File: config.mk
export PLATFORM = sky130hd
export DESIGN_NAME = mem_port_arbiter
export DESIGN_NICKNAME = d
export VERILOG_FILES = /design/src/rtl/mem_arb_pkg.sv /design/src/rtl/arb_starve_counter.sv /design/src/rtl/mem_port_arbiter.sv
export SDC_FILE = /design/constraint.sdc
export NUM_CORES = 1
export LEC_CHECK = 0
export ABC_AREA = 1
export BUFFER_PORTS_ARGS = -buffer_cell sky130_fd_sc_hd__buf_2
export CAP_MARGIN = 20
export CORE_MARGIN = 2
export CORE_UTILIZATION = 35
export CTS_BUF_LIST = sky130_fd_sc_hd__clkbuf_4
export DETAILED_ROUTE_END_ITERATION = 7
export PLACE_DENSITY_LB_ADDON = 0.25
export SYNTH_ARGS = -nofsm -noshare
export SYNTH_HDL_FRONTEND = slang
export SYNTH_SLANG_ARGS = --single-unit
File: constraint.sdc
create_clock -name clk -period 1.9 [get_ports clk]
set_clock_uncertainty 0.05 [all_clocks]
set_input_delay 0 -clock clk [delete_from_list [all_inputs] [get_ports clk]]
set_output_delay 0 -clock clk [all_outputs]
set_load 0.03 [all_outputs]
File: src/rtl/mem_arb_pkg.sv
// Shared types for the unified-memory port arbiter: FSM states and requester IDs.
package mem_arb_pkg;

  typedef enum logic [1:0] {
    IDLE  = 2'd0,
    ISSUE = 2'd1,
    WAIT  = 2'd2,
    RESP  = 2'd3
  } arb_state_t;

  typedef enum logic {
    REQ_IF = 1'b0,
    REQ_LS = 1'b1
  } req_id_t;

endpackage

File: src/rtl/arb_starve_counter.sv
// Saturating count of arbitrations fetch has lost in a row; 'starved' forces a fetch grant.
module arb_starve_counter #(
  parameter int MAX_STARVE = 4
) (
  input  logic clk,
  input  logic rst,
  input  logic inc,
  input  logic clr,
  output logic starved
);

  localparam int CNT_W = $clog2(MAX_STARVE + 1);

  logic [CNT_W-1:0] cnt;

  // clr has priority so a fetch grant in the same cycle always restarts the count
  always_ff @(posedge clk) begin
    if (rst || clr) begin
      cnt <= '0;
    end else if (inc && (cnt < CNT_W'(MAX_STARVE))) begin
      cnt <= cnt + CNT_W'(1);
    end
  end

  assign starved = (cnt >= CNT_W'(MAX_STARVE));

endmodule

File: src/rtl/mem_port_arbiter.sv
// Shares the single-port unified memory between fetch (read-only) and the memory stage,
// sequencing each access through IDLE/ISSUE/WAIT/RESP with the memory's fixed read latency.
//
// Handshake: a requester raises req (level) with stable address/data and holds it until
// its done pulses for one cycle; it must drop req the following cycle unless it is starting
// a new access. Req seen high in IDLE is a new request; a req dropped mid-access still
// completes and still gets its done pulse.
module mem_port_arbiter
  import mem_arb_pkg::*;
#(
  parameter int ADDR_W     = 11,
  parameter int DATA_W     = 32,
  parameter int MEM_LAT    = 2,
  parameter int MAX_STARVE = 4
) (
  input  logic              clk,
  input  logic              rst,
  input  logic              if_req,
  input  logic [ADDR_W-1:0] if_addr,
  output logic              if_done,
  output logic [DATA_W-1:0] if_rdata,
  input  logic              ls_req,
  input  logic              ls_we,
  input  logic [ADDR_W-1:0] ls_addr,
  input  logic [DATA_W-1:0] ls_wdata,
  output logic              ls_done,
  output logic [DATA_W-1:0] ls_rdata,
  output logic [ADDR_W-1:0] mem_addr,
  output logic [DATA_W-1:0] mem_wdata,
  output logic              mem_w_en,
  input  logic [DATA_W-1:0] mem_rdata,
  output logic              sel_stall,
  output logic              busy,
  output arb_state_t        state_dbg
);

  localparam int LAT_W = $clog2(MEM_LAT + 1);

  arb_state_t        state, state_nxt;
  logic [LAT_W-1:0]  lat_cnt;
  req_id_t           win_id;
  logic [ADDR_W-1:0] win_addr;
  logic              win_we;
  logic [DATA_W-1:0] win_wdata;
  logic              starved;
  logic              any_req;
  logic              grant_if;
  logic              lat_done;

  assign any_req  = if_req | ls_req;
  assign grant_if = if_req & (~ls_req | starved);
  assign lat_done = (state == WAIT) && (lat_cnt == LAT_W'(MEM_LAT));

  arb_starve_counter #(
    .MAX_STARVE (MAX_STARVE)
  ) u_starve (
    .clk     (clk),
    .rst     (rst),
    .inc     ((state == IDLE) & if_req & ls_req & ~starved),
    .clr     ((state == IDLE) & (~if_req | grant_if)),
    .starved (starved)
  );

  always_comb begin
    state_nxt = state;
    case (state)
      IDLE:    if (any_req) state_nxt = ISSUE;
      ISSUE:   state_nxt = win_we ? RESP : WAIT;
      WAIT:    if (lat_done) state_nxt = RESP;
      RESP:    state_nxt = IDLE;
      default: state_nxt = IDLE;
    endcase
  end

  always_ff @(posedge clk) begin
    if (rst) begin
      state     <= IDLE;
      lat_cnt   <= '0;
      win_id    <= REQ_IF;
      win_addr  <= '0;
      win_we    <= 1'b0;
      win_wdata <= '0;
      if_rdata  <= '0;
      ls_rdata  <= '0;
    end else begin
      state <= state_nxt;
      if ((state == IDLE) && any_req) begin
        win_id    <= grant_if ? REQ_IF : REQ_LS;
        win_addr  <= grant_if ? if_addr : ls_addr;
        win_we    <= grant_if ? 1'b0 : ls_we;
        win_wdata <= grant_if ? '0 : ls_wdata;
      end
      // First WAIT cycle sees 1, so the last WAIT cycle lands MEM_LAT cycles after ISSUE
      if (state == ISSUE) begin
        lat_cnt <= LAT_W'(1);
      end else if ((state == WAIT) && !lat_done) begin
        lat_cnt <= lat_cnt + LAT_W'(1);
      end else begin
        lat_cnt <= '0;
      end
      if (lat_done) begin
        if (win_id == REQ_IF) if_rdata <= mem_rdata;
        else                  ls_rdata <= mem_rdata;
      end
    end
  end

  assign busy      = (state != IDLE);
  assign mem_addr  = busy ? win_addr : '0;
  assign mem_wdata = busy ? win_wdata : '0;
  assign mem_w_en  = (state == ISSUE) && win_we;
  assign if_done   = (state == RESP) && (win_id == REQ_IF);
  assign ls_done   = (state == RESP) && (win_id == REQ_LS);
  assign sel_stall = (ls_req & ~ls_done) | (if_req & ~if_done);
  assign state_dbg = state;

endmodule
# Word-level counts from Yosys, hierarchy flattened
# Cells that the tools add are included.
dict set report totals {
  register_bits 116
  latchBits 0
  ram_bits 0
  romBits 0
  wordCells 65
  n_memories 0
}
dict set report classes {
  add_sub_neg 2
  n_mul 0
  n_div 0
  order_cmp 2
  n_eq_ne 6
  shifts 0
  mux 12
  bitwise_logic 18
  reduce_logical 15
}
# op n
set ops {}
lappend ops {{2-to-1 mux 32 bit} 2}
lappend ops {{2-to-1 mux 11 bit} 2}
lappend ops {{one-hot mux 2 bit (4 select lines)} 1}
lappend ops {{bitwise AND 1 bit} 7}
lappend ops {{logical AND 1 bit} 7}
lappend ops {{inverter 1 bit} 7}
lappend ops {{equality test 2 bit (second input constant)} 3}
lappend ops {{AND reduction 2 bit} 3}
lappend ops {{2-to-1 mux 1 bit} 5}
lappend ops {{2-to-1 mux 2 bit} 2}
lappend ops {{inequality test 2 bit (second input constant)} 2}
lappend ops {{OR 1 bit} 4}
lappend ops {{adder 3 x 1 -> 3 bit (second input constant)} 1}
lappend ops {{>= comparator 3 bit (second input constant)} 1}
lappend ops {{less-than comparator 3 bit (second input constant)} 1}
lappend ops {{OR reduction 3 bit} 1}
lappend ops {{adder 2 x 1 -> 2 bit (second input constant)} 1}
lappend ops {{equality test 2 x 1 -> 1 bit (second input constant)} 1}
lappend ops {{logical NOT 2 bit} 1}
lappend ops {{nonzero test 2 bit} 1}
lappend ops {{logical NOT 1 bit} 1}
lappend ops {{logical OR 1 bit} 1}

# Depth between registers and ports, before layout
# Gate-level depths: netlist of the first run.
dict set report logic_depth {
  ltp_word 6
  mapped_depth 9
  ltp_nobuf 9
}

# By module
# Synthesis of the first run repeated with hierarchy kept, for this count alone.
dict set report unflattened {
  hier_cells 694
  hier_area_um2 4911.0
}
# module n_inst cells_per_inst area_per_inst_um2 seq_area_each_um2
set by_module_without_submodules {}
lappend by_module_without_submodules {mem_port_arbiter 1 669 4745.8 2262.2}
lappend by_module_without_submodules {arb_starve_counter 1 25 165.2 60.1}

# Worst setup path before layout of the first run
# Ideal clock, no wire load.
dict set report synth_path {
  path_kind {register -> output}
  from {register state[0], in the netlist state_dbg[0]}
  to {output port mem_addr[0]}
  t_arrival_ns 1.761
  required_time_ns 1.850
  slack_ns 0.089
  path_stages_with_launch 6
  n_path_buf 2
  path_cell_list {dfxtp_1 inv_1 ha_1 buf_2 buf_1 nor2_1}
}
dict set report synth_between {
  elab_chain_cells 2
}
# item line
set synth_lines {}
lappend synth_lines {{start: declaration} mem_port_arbiter.sv:39} ;# arb_state_t state, state_nxt;
lappend synth_lines {{start signal: assignment} mem_port_arbiter.sv:86} ;# state <= state_nxt;
lappend synth_lines {{nonzero test 2 bit} mem_port_arbiter.sv:108} ;# assign busy = (state != IDLE);
lappend synth_lines {{2-to-1 mux 11 bit} mem_port_arbiter.sv:109} ;# assign mem_addr = busy ? win_addr : '0;
lappend synth_lines {{end: declaration} mem_port_arbiter.sv:28} ;# output logic [ADDR_W-1:0] mem_addr,
# No other way between the ends.

# Final worst setup path of the first run
dict set report layout_path {
  from {register state[0], in the netlist state_dbg[0]}
  to {output port mem_wdata[23]}
}
dict set report layout_between {
  elab_chain_cells 2
}
# item line
set layout_lines {}
lappend layout_lines {{nonzero test 2 bit} mem_port_arbiter.sv:108}
lappend layout_lines {{2-to-1 mux 32 bit} mem_port_arbiter.sv:110} ;# assign mem_wdata = busy ? win_wdata : '0;
lappend layout_lines {{end: declaration} mem_port_arbiter.sv:29} ;# output logic [DATA_W-1:0] mem_wdata,
# No other way between the ends.

==> results.md, run 1 <==
* Run status: finished, final reports clean
* Hold Startpoint: mem_rdata[3]
* Full die area at roughly 15000 sq um
* Worst slew pin tran at 0.539 ns
* Comb pwr share at about 36%
* Width of the chip at between 100 and 150 um
* CP Max Fanout at 11
* Pleak at approximately 3.6 nW
* CP Launch Point: state_dbg[0]
* Mapped Nets at 779
* Period Utilization, post-route at between 90% and 100%
* Synth unique cells at 25
* Remaining global-route overflow at 0
* Cell count after synthesis at about 700
* CP Class: register to primary output
* Pwr Density at approximately 1000 nW/um^2
* Global-route wire length before repair at 22.6 mm
* Setup Total Neg Slack at 0 ns
* Final setup vio count at 0
* Synth area leaders: dfxtp_1 (48%), inv_1 (8.7%), nor2_1 (8.6%), a21oi_1 (8.3%), nand3_1 (6.0%)
* Antenna cells at 0
* Io pins at slightly above 200
* Origin of the critical flop-to-flop path: state_dbg[0]
* Sw power at roughly 2.7 mW
* Row count at between 40 and 50
* Antenna violations before repair at 0
* Most frequent cells in the layout: buf_2 (183), dfxtp_1 (114), inv_1 (111)
* Worst Path Buf+Inv at 4
* Vias at between 5000 and 6000
* Residual DRC at 0
* WL final at 14.9 mm
* Crit path max-delay family: buffers and inverters
* Count of port buffers added during placement at 204
* Worst vdd ir at just over 0.0006 V
* Clk root buf: clkbuf_4
* Final total power at 7.56 mW
* Htree depth at 4
* Syn Std Cell Area at a little under 5000 sq um
* Routability Congestion at 0.764
* Switching share of power at 36.1%
* CTS Buf Count at 17
* Final Hold Fails at 0
* Synth top area share at between 40% and 50%
* Layout cells sized above 1 at roughly 28%
* Leading area contributor after synthesis: dfxtp_1
* Type of destination of the critical path: primary output
* Clk buf depth at 2
* DRT antenna net count at 0
* # Max-Cap Violations at 0
* Syn_area_per_cell at 7.19 sq um
* Final Max Slew Viols at 0
* Router iterations before antenna repair at 4
* Largest net degree at the start of global routing at approximately 60
* Required @ worst endpoint at around 1.9 ns
* Syn-to-layout area delta at 55.0%
* Drt via density at ~4.6
* Tot GR Track Use at 19.0%
* Min-Delay Path Class: primary input to register
* CP max stage delay at ~0.34 ns
* Fmax at approximately 560 MHz
* Dpl hpwl at about 8.6 mm
* Clock power share at between 20% and 30%
* Crit-path cells: inv_2 -> ha_4 -> buf_12 -> buf_4 -> nor2_1 -> buf_2
* Commonest non-fill, non-tap cell in the layout: buf_2
* Synth warnings at 0
* TritonCTS clock tree: built
* Core ar. at 13800 sq um
* Register share of total power at between 30 and 40%
* Synth Register Bits at 116
* DR WL/cell at ~13 um
* FILL cells at between 1000 and 1500
* CTS sink count at about 120
* Cell-internal power at 4.83 mW
* RSZ-0062 raised after global routing: no
* Slew Limit Headroom at between 60 and 70%
* Clk slew on worst S/H paths at around 0.11 ns
* Crit start category: register
* Die Y at about 120 um
* Iter 0 DRT Violations at ~300
* Min cycle time layout at approximately 1.8 ns
* Number of global-route vias before repair at between 4000 and 5000
* Initial core utilization at 35.5%
* CP max stage cell: dfxtp_2
* Post-synthesis sequential area ratio at between 40 and 50%
* # nets final at 1065
* WP data arrival at between 1.5 and 2 ns
* Clock Latency Late Sink at roughly 0.5 ns
-- synth_stat cells --
| cell | instances |
|---|---|
| inv_4 | 1 |
| inv_2 | 1 |
| nand2_2 | 1 |
| clkbuf_1 | 19 |
| clkbuf_2 | 1 |
| nand3_1 | 59 |
| inv_1 | 113 |
| o21a_1 | 1 |
| ha_1 | 8 |
| nand3b_1 | 1 |
| a21oi_1 | 81 |
| nor4_1 | 1 |
| nand2_1 | 69 |
| nand3_2 | 1 |
| o21ai_1 | 17 |
| dfxtp_1 | 116 |
| nor2_8 | 1 |
| buf_6 | 4 |
| nor2_1 | 112 |
| o21ai_0 | 51 |
| buf_4 | 8 |
| buf_1 | 4 |
| nor2_2 | 1 |
| buf_2 | 8 |
| nor2_4 | 1 |
-- final timing paths --
check                        to  slack, ns  depth (start not counted)
hold reg to reg     ls_rdata[2]       0.40                          2
setup / recovery  mem_wdata[23]       0.13                          6
setup reg to reg   win_wdata[7]       0.33                          7
hold / removal      if_rdata[3]       0.21                          4
-- power groups by stage --
| stage | clock network (mW) | logic [mW] | registers (mW) |
|---|---|---|---|
| floorplan | 0 | 1.50 | 2.92 |
| global placement | 0 | 2.07 | 2.89 |
| detailed placement | 0 | 2.07 | 2.89 |
| CTS | 2.07 | 2.52 | 2.84 |
| global route | 2.18 | 2.97 | 2.88 |
| finish | 2.00 | 2.72 | 2.84 |
-- cells by family (layout without fill, tap and decap cells) --
kind of cell	Yosys count	count (layout)	synth area share (%)
AO/OA/AOI/OAI	150	150	15.4
adder cells (fa/ha/maj)	8	8	2.05
buffers and inverters	159	458	13.7
flip-flops	116	116	47.5
AND/OR/NAND/NOR	247	247	21.3
-- registers in the layout, indices dropped and copies added (netlist names) --
| register | flops |
|---|---|
| win_addr | 11 |
| if_rdata | 32 |
| ls_rdata | 32 |
| u_starve.cnt | 3 |
| state_dbg | 2 |
| win_we | 1 |
| lat_cnt | 2 |
| win_wdata | 32 |
| win_id | 1 |
-- final cells by class --
cell class	instances	area [sq um]	area share, %
Clock buffer	21	158	2.08
Clock inverter	11	159	2.10
Inverter	115	434	5.73
Multi-Input combinational cell	405	2010	26.5
Sequential cell	116	2330	30.7
Tap cell	180	225	2.97
Timing Repair Buffer	311	2270	29.9
-- repair_timing --
item	CTS	global route
setup endpoints to repair	31	19
setup buffers	4	0
cloned	1	0
pin swaps	1	0
resized for setup	28	54
hold endpoints to repair	115	0
hold buffers	90	0
-- stage by stage --
stage	hold WS [ns]	setup WS (ns)	instances	utilization, %	cell area, sq um
2_1_floorplan	0.0849	0.0890	680	-	4890
3_3_place_gp	0.189	0.308	1032	43.9	6050
3_5_place_dp	0.191	0.290	1032	43.9	6050
4_1_cts	0.136	0.0273	1159	53.8	7410
5_1_grt	0.162	0.000558	1159	55.0	7580
6_report	0.205	0.128	1159	55.0	7580
-- worst min-delay path, delay by kind of cell --
| family | cells | cell delay (ns) |
|---|---|---|
| buffers and inverters | 2 | 0.61 |
| AND/OR/NAND/NOR | 2 | 0.13 |
-- per-layer routing --
layer | vias up | track usage, % | share of wire (%)
met3 | 25 | 7.40 | 8.9
met4 | 0 | 7.26 | 1.8
met5 | - | 0 | 0
li1 | 2697 | - | -
met1 | 2407 | 23.0 | 43
met2 | 215 | 30.4 | 47
No activity file was read; power rests on OpenSTA's default activity.
==> run 2: changes to the inputs <==
==> constraint.sdc (replaced) <==
create_clock -name clk -period 1.9 [get_ports clk]
set_clock_uncertainty 0.05 [all_clocks]
set_input_delay 0.285 -clock clk [delete_from_list [all_inputs] [get_ports clk]]
set_output_delay 0.285 -clock clk [all_outputs]
set_load 0.03 [all_outputs]
==> results.md, run 2 (same netlist as run 1, synthesis figures left out) <==
* Crit start category: register
* # Max-Cap Violations at 0 (unchanged)
* Top Registers: if_rdata (32), ls_rdata (32), win_wdata (32)
* Min-Delay Path Class: primary input to register
* Full die area at 14900 sq um (unchanged)
* Die Y at 122 um (unchanged)
* DRT antenna net count at 0 (unchanged)
* Pwr Density at 1030 nW/um^2 (+2.8%)
* Residual DRC at 0 (unchanged)
* Largest net degree at the start of global routing at 65 (+10%)
* Number of global-route vias before repair at 4840 (-0.25%)
* Run status: complete, but fails checks
* DR WL/cell at 12.9 um (+0.45%)
* Placed cell count at 1035 (+0.29%)
* Register area at 2330 sq um (+0.11%)
* Count of non-filler cells in the finished layout at 1145 (-1.2%)
* Antenna cells at 0 (unchanged)
* Clock Latency Late Sink at 0.52 ns (+0.02 ns)
* Reg2reg path depth at 7 (unchanged)
* Core ar. at 13800 sq um (unchanged)
* TritonCTS clock tree: built
* Most frequent cells in the layout: buf_2 (156), dfxtp_1 (114), inv_1 (110)
* Final Max Slew Viols at 0 (unchanged)
* Syn-to-layout area delta at 59.4%
* Commonest non-fill, non-tap cell in the layout: buf_2
* Hold Path Depth at 5 (+1)
* Type of destination of the critical path: primary output
* Width of the chip at 122 um (unchanged)
* Slew Limit Headroom at 66.0% (+1.9 points)
* RSZ-0062 raised after global routing: yes
* Hold_ws at 0.0469 ns (-0.158 ns)
* Required @ worst endpoint at 1.56 ns (-0.29 ns)
* Clk buf depth at 2 (unchanged)
* Clk root buf: clkbuf_4
* Row count at 43 (unchanged)
* Router iterations before antenna repair at 4 (unchanged)
* CP Class: register to primary output
* Dpl hpwl at 8.80 mm (+2.5%)
* Remaining global-route overflow at 0 (unchanged)
* # nets final at 1052 (-1.2%)
* Drt via density at 4.58 (-0.65%)
* Clk slew on worst S/H paths at 0.10 ns (about the same)
* Crit-path cells: inv_4 -> ha_4 -> buf_16 -> nor2_2 -> buf_6
* Fmax at 503 MHz (-11%)
* CTS sink count at 116 (unchanged)
* CP max stage cell: dfxtp_4
* Iter 0 DRT Violations at 181 (-40%)
* Final total power at 7.99 mW (+5.7%)
* Count of port buffers added during placement at 204 (unchanged)
* CP max stage delay at 0.37 ns (+0.03 ns)
* FILL cells at 1304 (-2.0%)
* Layout cells sized above 1 at 33.1% (+4.8 points)
* CP Max Fanout at 14 (+3)
* Violated checks: setup timing
* Io pins at 205 (unchanged)
* Worst slew pin tran at 0.510 ns (-0.0292 ns)
* Period Utilization, post-route at 105% (+11 points)
* Final Hold Fails at 0 (unchanged)
* Worst vdd ir at 0.000488 V (-21%)
* WL final at 14.8 mm (-0.76%)
* Tot GR Track Use at 19.5% (+0.52 points)
* Initial core utilization at 35.5% (unchanged)
* WP data arrival at 1.65 ns (-0.07 ns)
* Min cycle time layout at 1.99 ns (+0.217 ns)
* Final core utilization at 56.6% (+1.6 points)
* Htree depth at 4 (unchanged)
* Final setup margin at -0.0889 ns (-0.217 ns)
* CTS Buf Count at 17 (unchanged)
* Global-route wire length before repair at 22.8 mm (+1.2%)
* Final setup vio count at 45 (+45)
* Antenna violations before repair at 0 (unchanged)
* Multi-input gate area at 2180 sq um (+8.8%)
* Routability Congestion at 0.769 (+0.68%)
* Vias at 5245 (-1.9%)
* Post-place setup slack at 0.243 ns (-0.0469 ns)
* Pleak at 3.57 nW (-0.68%)
-- run 2: cell types whose count changed in the layout (fill, tap and decap cells not counted), moves of 3 or more --
cell / before / now
nor2_4: 13 / 28
clkinv_2: 0 / 5
nor2_2: 5 / 17
dlygate4sd3_1: 90 / 69
clkbuf_4: 22 / 19
buf_4: 14 / 17
buf_2: 183 / 156
nor2_1: 96 / 69
buf_6: 15 / 46
-- run 2: layout make-up --
cell class / instances / area share (%)
Clock buffer: 19 / 1.83
Clock inverter: 12 / 1.78
Inverter: 115 / 5.64
Multi-Input combinational cell: 405 / 28.0
Sequential cell: 116 / 29.9
Tap cell: 180 / 2.89
Timing Repair Buffer: 298 / 29.9
-- run 2: final timing paths --
check,to,slack [ns],start
worst max-delay path,mem_wdata[6],-0.09,state_dbg[1]
worst min-delay path,win_addr[7],0.05,ls_addr[7]
worst max register to register,ls_rdata[19],0.25,state_dbg[0]
worst min register to register,ls_rdata[24],0.40,ls_rdata[24]
-- run 2: stage by stage --
step / TNS, ns / area, sq um
6_report: -2.55 / 7790
2_1_floorplan: -0.652 / 5040
3_5_place_dp: 0 / 6240
3_3_place_gp: 0 / 6240
5_1_grt: -6.68 / 7790
4_1_cts: -4.38 / 7690
-- run 2: repair_timing --
action	in CTS	in global routing
hold buffers	69	0
gates cloned	2	1
buffers inserted	5	2
endpoints found under the setup margin	47	48
gates resized for setup	125	11
pin swaps	13	9
hold endpoints to repair	101	0
-- run 2: power breakdown --
group	internal, mW	switching, mW	total [mW]
logic	1.36	1.94	3.30
clock network	0.915	0.918	1.83
registers	2.70	0.157	2.86
-- run 2: metal layers --
layer | part of all wire (%) | global-route usage [%] | vias to the layer above | wire, um
met5 | 0 | 0 | - | 0
met4 | 1.5 | 6.25 | 0 | 221
met3 | 8.4 | 7.77 | 25 | 1240
met2 | 48 | 32.5 | 183 | 7060
met1 | 42 | 22.9 | 2367 | 6240
li1 | - | - | 2670 | -
-- run 2: critical path, delay by kind of cell (launching register included) --
kind / cells / cell delay, ns
buffers and inverters: 3 / 0.41
adders and majority gates: 1 / 0.28
and+or+nand+nor: 1 / 0.06
DFF: 1 / 0.37
==> run 3: changes to the inputs <==
Settings changed: PLACE_DENSITY_LB_ADDON 0.25 to default, REMOVE_ABC_BUFFERS from default to 1.
==> results.md, run 3 (same netlist as run 1, synthesis figures left out) <==
* Run status: complete, but fails checks
* Violated checks: setup timing
* Row count at 43 (unchanged)
* Final setup margin at -0.0708 ns (+0.0181 ns)
* CP Launch Point: state_dbg[1]
* Htree depth at 4 (unchanged)
* Initial core utilization at 35.5% (unchanged)
* WP data arrival at 1.64 ns (about the same)
* Remaining global-route overflow at 0 (unchanged)
* Largest net degree at the start of global routing at 53 (-18%)
* Clk root buf: clkbuf_4
* Clk buf depth at 2 (unchanged)
* Register share of total power at 36.6% (+0.8 points)
* Width of the chip at 122 um (unchanged)
* CP Capture Point: mem_addr[4]
* Clock Latency Late Sink at 0.50 ns (-0.02 ns)
* Dpl hpwl at 8.85 mm (+0.50%)
* Sw power at 2.98 mW (-1.1%)
* Reg2reg end: win_wdata[14]
* Clock power share at 23.4% (+0.5 points)
* Final core utilization at 55.4% (-1.1 points)
* Routability Congestion at 0.755 (-1.7%)
* Core ar. at 13800 sq um (unchanged)
* Clk slew on worst S/H paths at 0.10 ns (about the same)
* Number of global-route vias before repair at 4670 (-3.5%)
* WL final at 15.8 mm (+7.2%)
* Residual DRC at 0 (unchanged)
* Fmax at 507 MHz (+0.92%)
* Global-route wire length before repair at 22.8 mm (-0.12%)
* Count of non-filler cells in the finished layout at 1145 (unchanged)
* Io pins at 205 (unchanged)
* Crit start category: register
* Tot GR Track Use at 19.4% (-0.12 points)
* Full die area at 14900 sq um (unchanged)
* Top Registers: if_rdata (32), ls_rdata (32), win_wdata (32)
* Reg2reg path depth at 7 (unchanged)
* Dpl cell area at 6060 sq um (-2.9%)
* Drt via density at 4.64 (+1.3%)
* Vias at 5314 (+1.3%)
* Pwr Density at 1020 nW/um^2 (about the same)
* Min-Delay Path Class: primary input to register
* Required @ worst endpoint at 1.56 ns (about the same)
* Antenna violations before repair at 0 (unchanged)
* Min cycle time layout at 1.97 ns (-0.0181 ns)
* Type of destination of the critical path: primary output
* Slew Limit Headroom at 65.1% (-0.97 points)
* Die Y at 122 um (unchanged)
* Router iterations before antenna repair at 5 (+1)
* Post-route design area at 7630 sq um (-2.0%)
* CTS sink count at 116 (unchanged)
* CP Max Fanout at 12 (-2)
* # Max-Cap Violations at 0 (unchanged)
* # nets final at 1052 (unchanged)
* Most frequent cells in the layout: buf_2 (157), dfxtp_1 (114), inv_1 (110)
* Worst slew pin tran at 0.524 ns (+0.0145 ns)
* Syn-to-layout area delta at 56.2%
* Final setup vio count at 38 (-16%)
* Cell-internal power at 4.84 mW (-2.7%)
* Worst vdd ir at 0.000458 V (-6.2%)
* Placed cell count at 1033 (-0.19%)
* Origin of the critical flop-to-flop path: state_dbg[1]
* Register area at 2330 sq um (unchanged)
* Multi-input gate area at 2100 sq um (-3.7%)
* Final Hold Fails at 0 (unchanged)
* Post-place setup slack at 0.140 ns (-0.103 ns)
* Pleak at 3.54 nW (-0.83%)
* Commonest non-fill, non-tap cell in the layout: buf_2
* TritonCTS clock tree: built
* Setup Total Neg Slack at -1.16 ns (+1.39 ns)
* DRT antenna net count at 0 (unchanged)
* Layout cells sized above 1 at 30.8% (-2.3 points)
* CTS Buf Count at 17 (unchanged)
* Comb pwr share at 40.0% (-1.3 points)
* CP Class: register to primary output
* Register-to-register setup slack at 0.20 ns (-0.05 ns)
* FILL cells at 1263 (-3.1%)
* RSZ-0062 raised after global routing: yes
* DR WL/cell at 13.8 um (+7.2%)
* Antenna cells at 0 (unchanged)
* Iter 0 DRT Violations at 427 (+140%)
* Final Max Slew Viols at 0 (unchanged)
* Count of port buffers added during placement at 204 (unchanged)
* Period Utilization, post-route at 104% (-0.95 points)
* Switching share of power at 38.1% (+0.36 points)
==> run 3: changes by cell type in the layout (fill, tap and decap cells not counted), moves of 2 or more <==
cell           previous run  this run
buf_4                    17        31
buf_6                    46        29
clkinv_1                  2         4
clkinv_2                  5         2
dlygate4sd3_1            69        71
nand2_1                  67        69
nand2_2                   3         1
nor2_1                   69        83
nor2_2                   17         8
nor2_4                   28        23
==> run 3: worst min path at each step <==
| stage | from | to | slack, ns | cells after the start |
|---|---|---|---|---|
| after global routing | ls_addr[7] | win_addr[7] | 0.04 | 5 |
| final | ls_addr[7] | win_addr[7] | 0.07 | 5 |
| after global placement | ls_rdata[9] | ls_rdata[9] | 0.38 | 2 |
| after detailed placement | ls_rdata[9] | ls_rdata[9] | 0.38 | 2 |
| after floorplan | rst | state_dbg[0] | 0.30 | 1 |
| after CTS | ls_addr[8] | win_addr[8] | 0.01 | 5 |
==> run 3: final cells by class <==
| type | count | share of cell area [%] |
|---|---|---|
| Sequential cell | 116 | 30.5 |
| Inverter | 115 | 5.75 |
| Clock inverter | 12 | 1.82 |
| Tap cell | 180 | 2.95 |
| Clock buffer | 19 | 1.87 |
| Multi-Input combinational cell | 405 | 27.5 |
| Timing Repair Buffer | 298 | 29.5 |
==> run 3: repair_timing <==
action	in CTS	in global routing
buffers inserted	2	4
cloned	1	3
pin swaps	2	16
endpoints found under the setup margin	47	48
hold buffers	71	0
gates resized for setup	63	81
hold endpoints to repair	102	0
==> run 3: power groups by stage <==
stage / sequential (mW) / combinational [mW] / clock, mW
after global routing: 2.90 / 3.34 / 2.01
after global placement: 2.90 / 2.04 / 0
final: 2.87 / 3.13 / 1.83
after CTS: 2.85 / 2.47 / 1.90
after floorplan: 2.92 / 1.30 / 0
after detailed placement: 2.91 / 2.05 / 0
==> run 3: critical path, cell delays in order, from the launching register on <==
cell	delay [ns]
dfxtp_4	0.38
inv_4	0.04
ha_4	0.21
buf_16	0.17
nor2_1	0.14
buf_4	0.18
==> run 3: per-layer routing <==
layer / GRT usage [%] / part of all wire (%)
met3: 7.72 / 8.8
met5: 0 / 0
met2: 30.6 / 47
met4: 6.32 / 1.6
met1: 24.2 / 43
==> run 3: through the flow <==
| stage | hold WS [ns] | power, mW |
|---|---|---|
| final | 0.0717 | 7.82 |
| after global routing | 0.0427 | 8.25 |
| after CTS | 0.00979 | 7.21 |
| after detailed placement | 0.383 | 4.95 |
| after global placement | 0.380 | 4.95 |
| after floorplan | 0.304 | 4.22 |
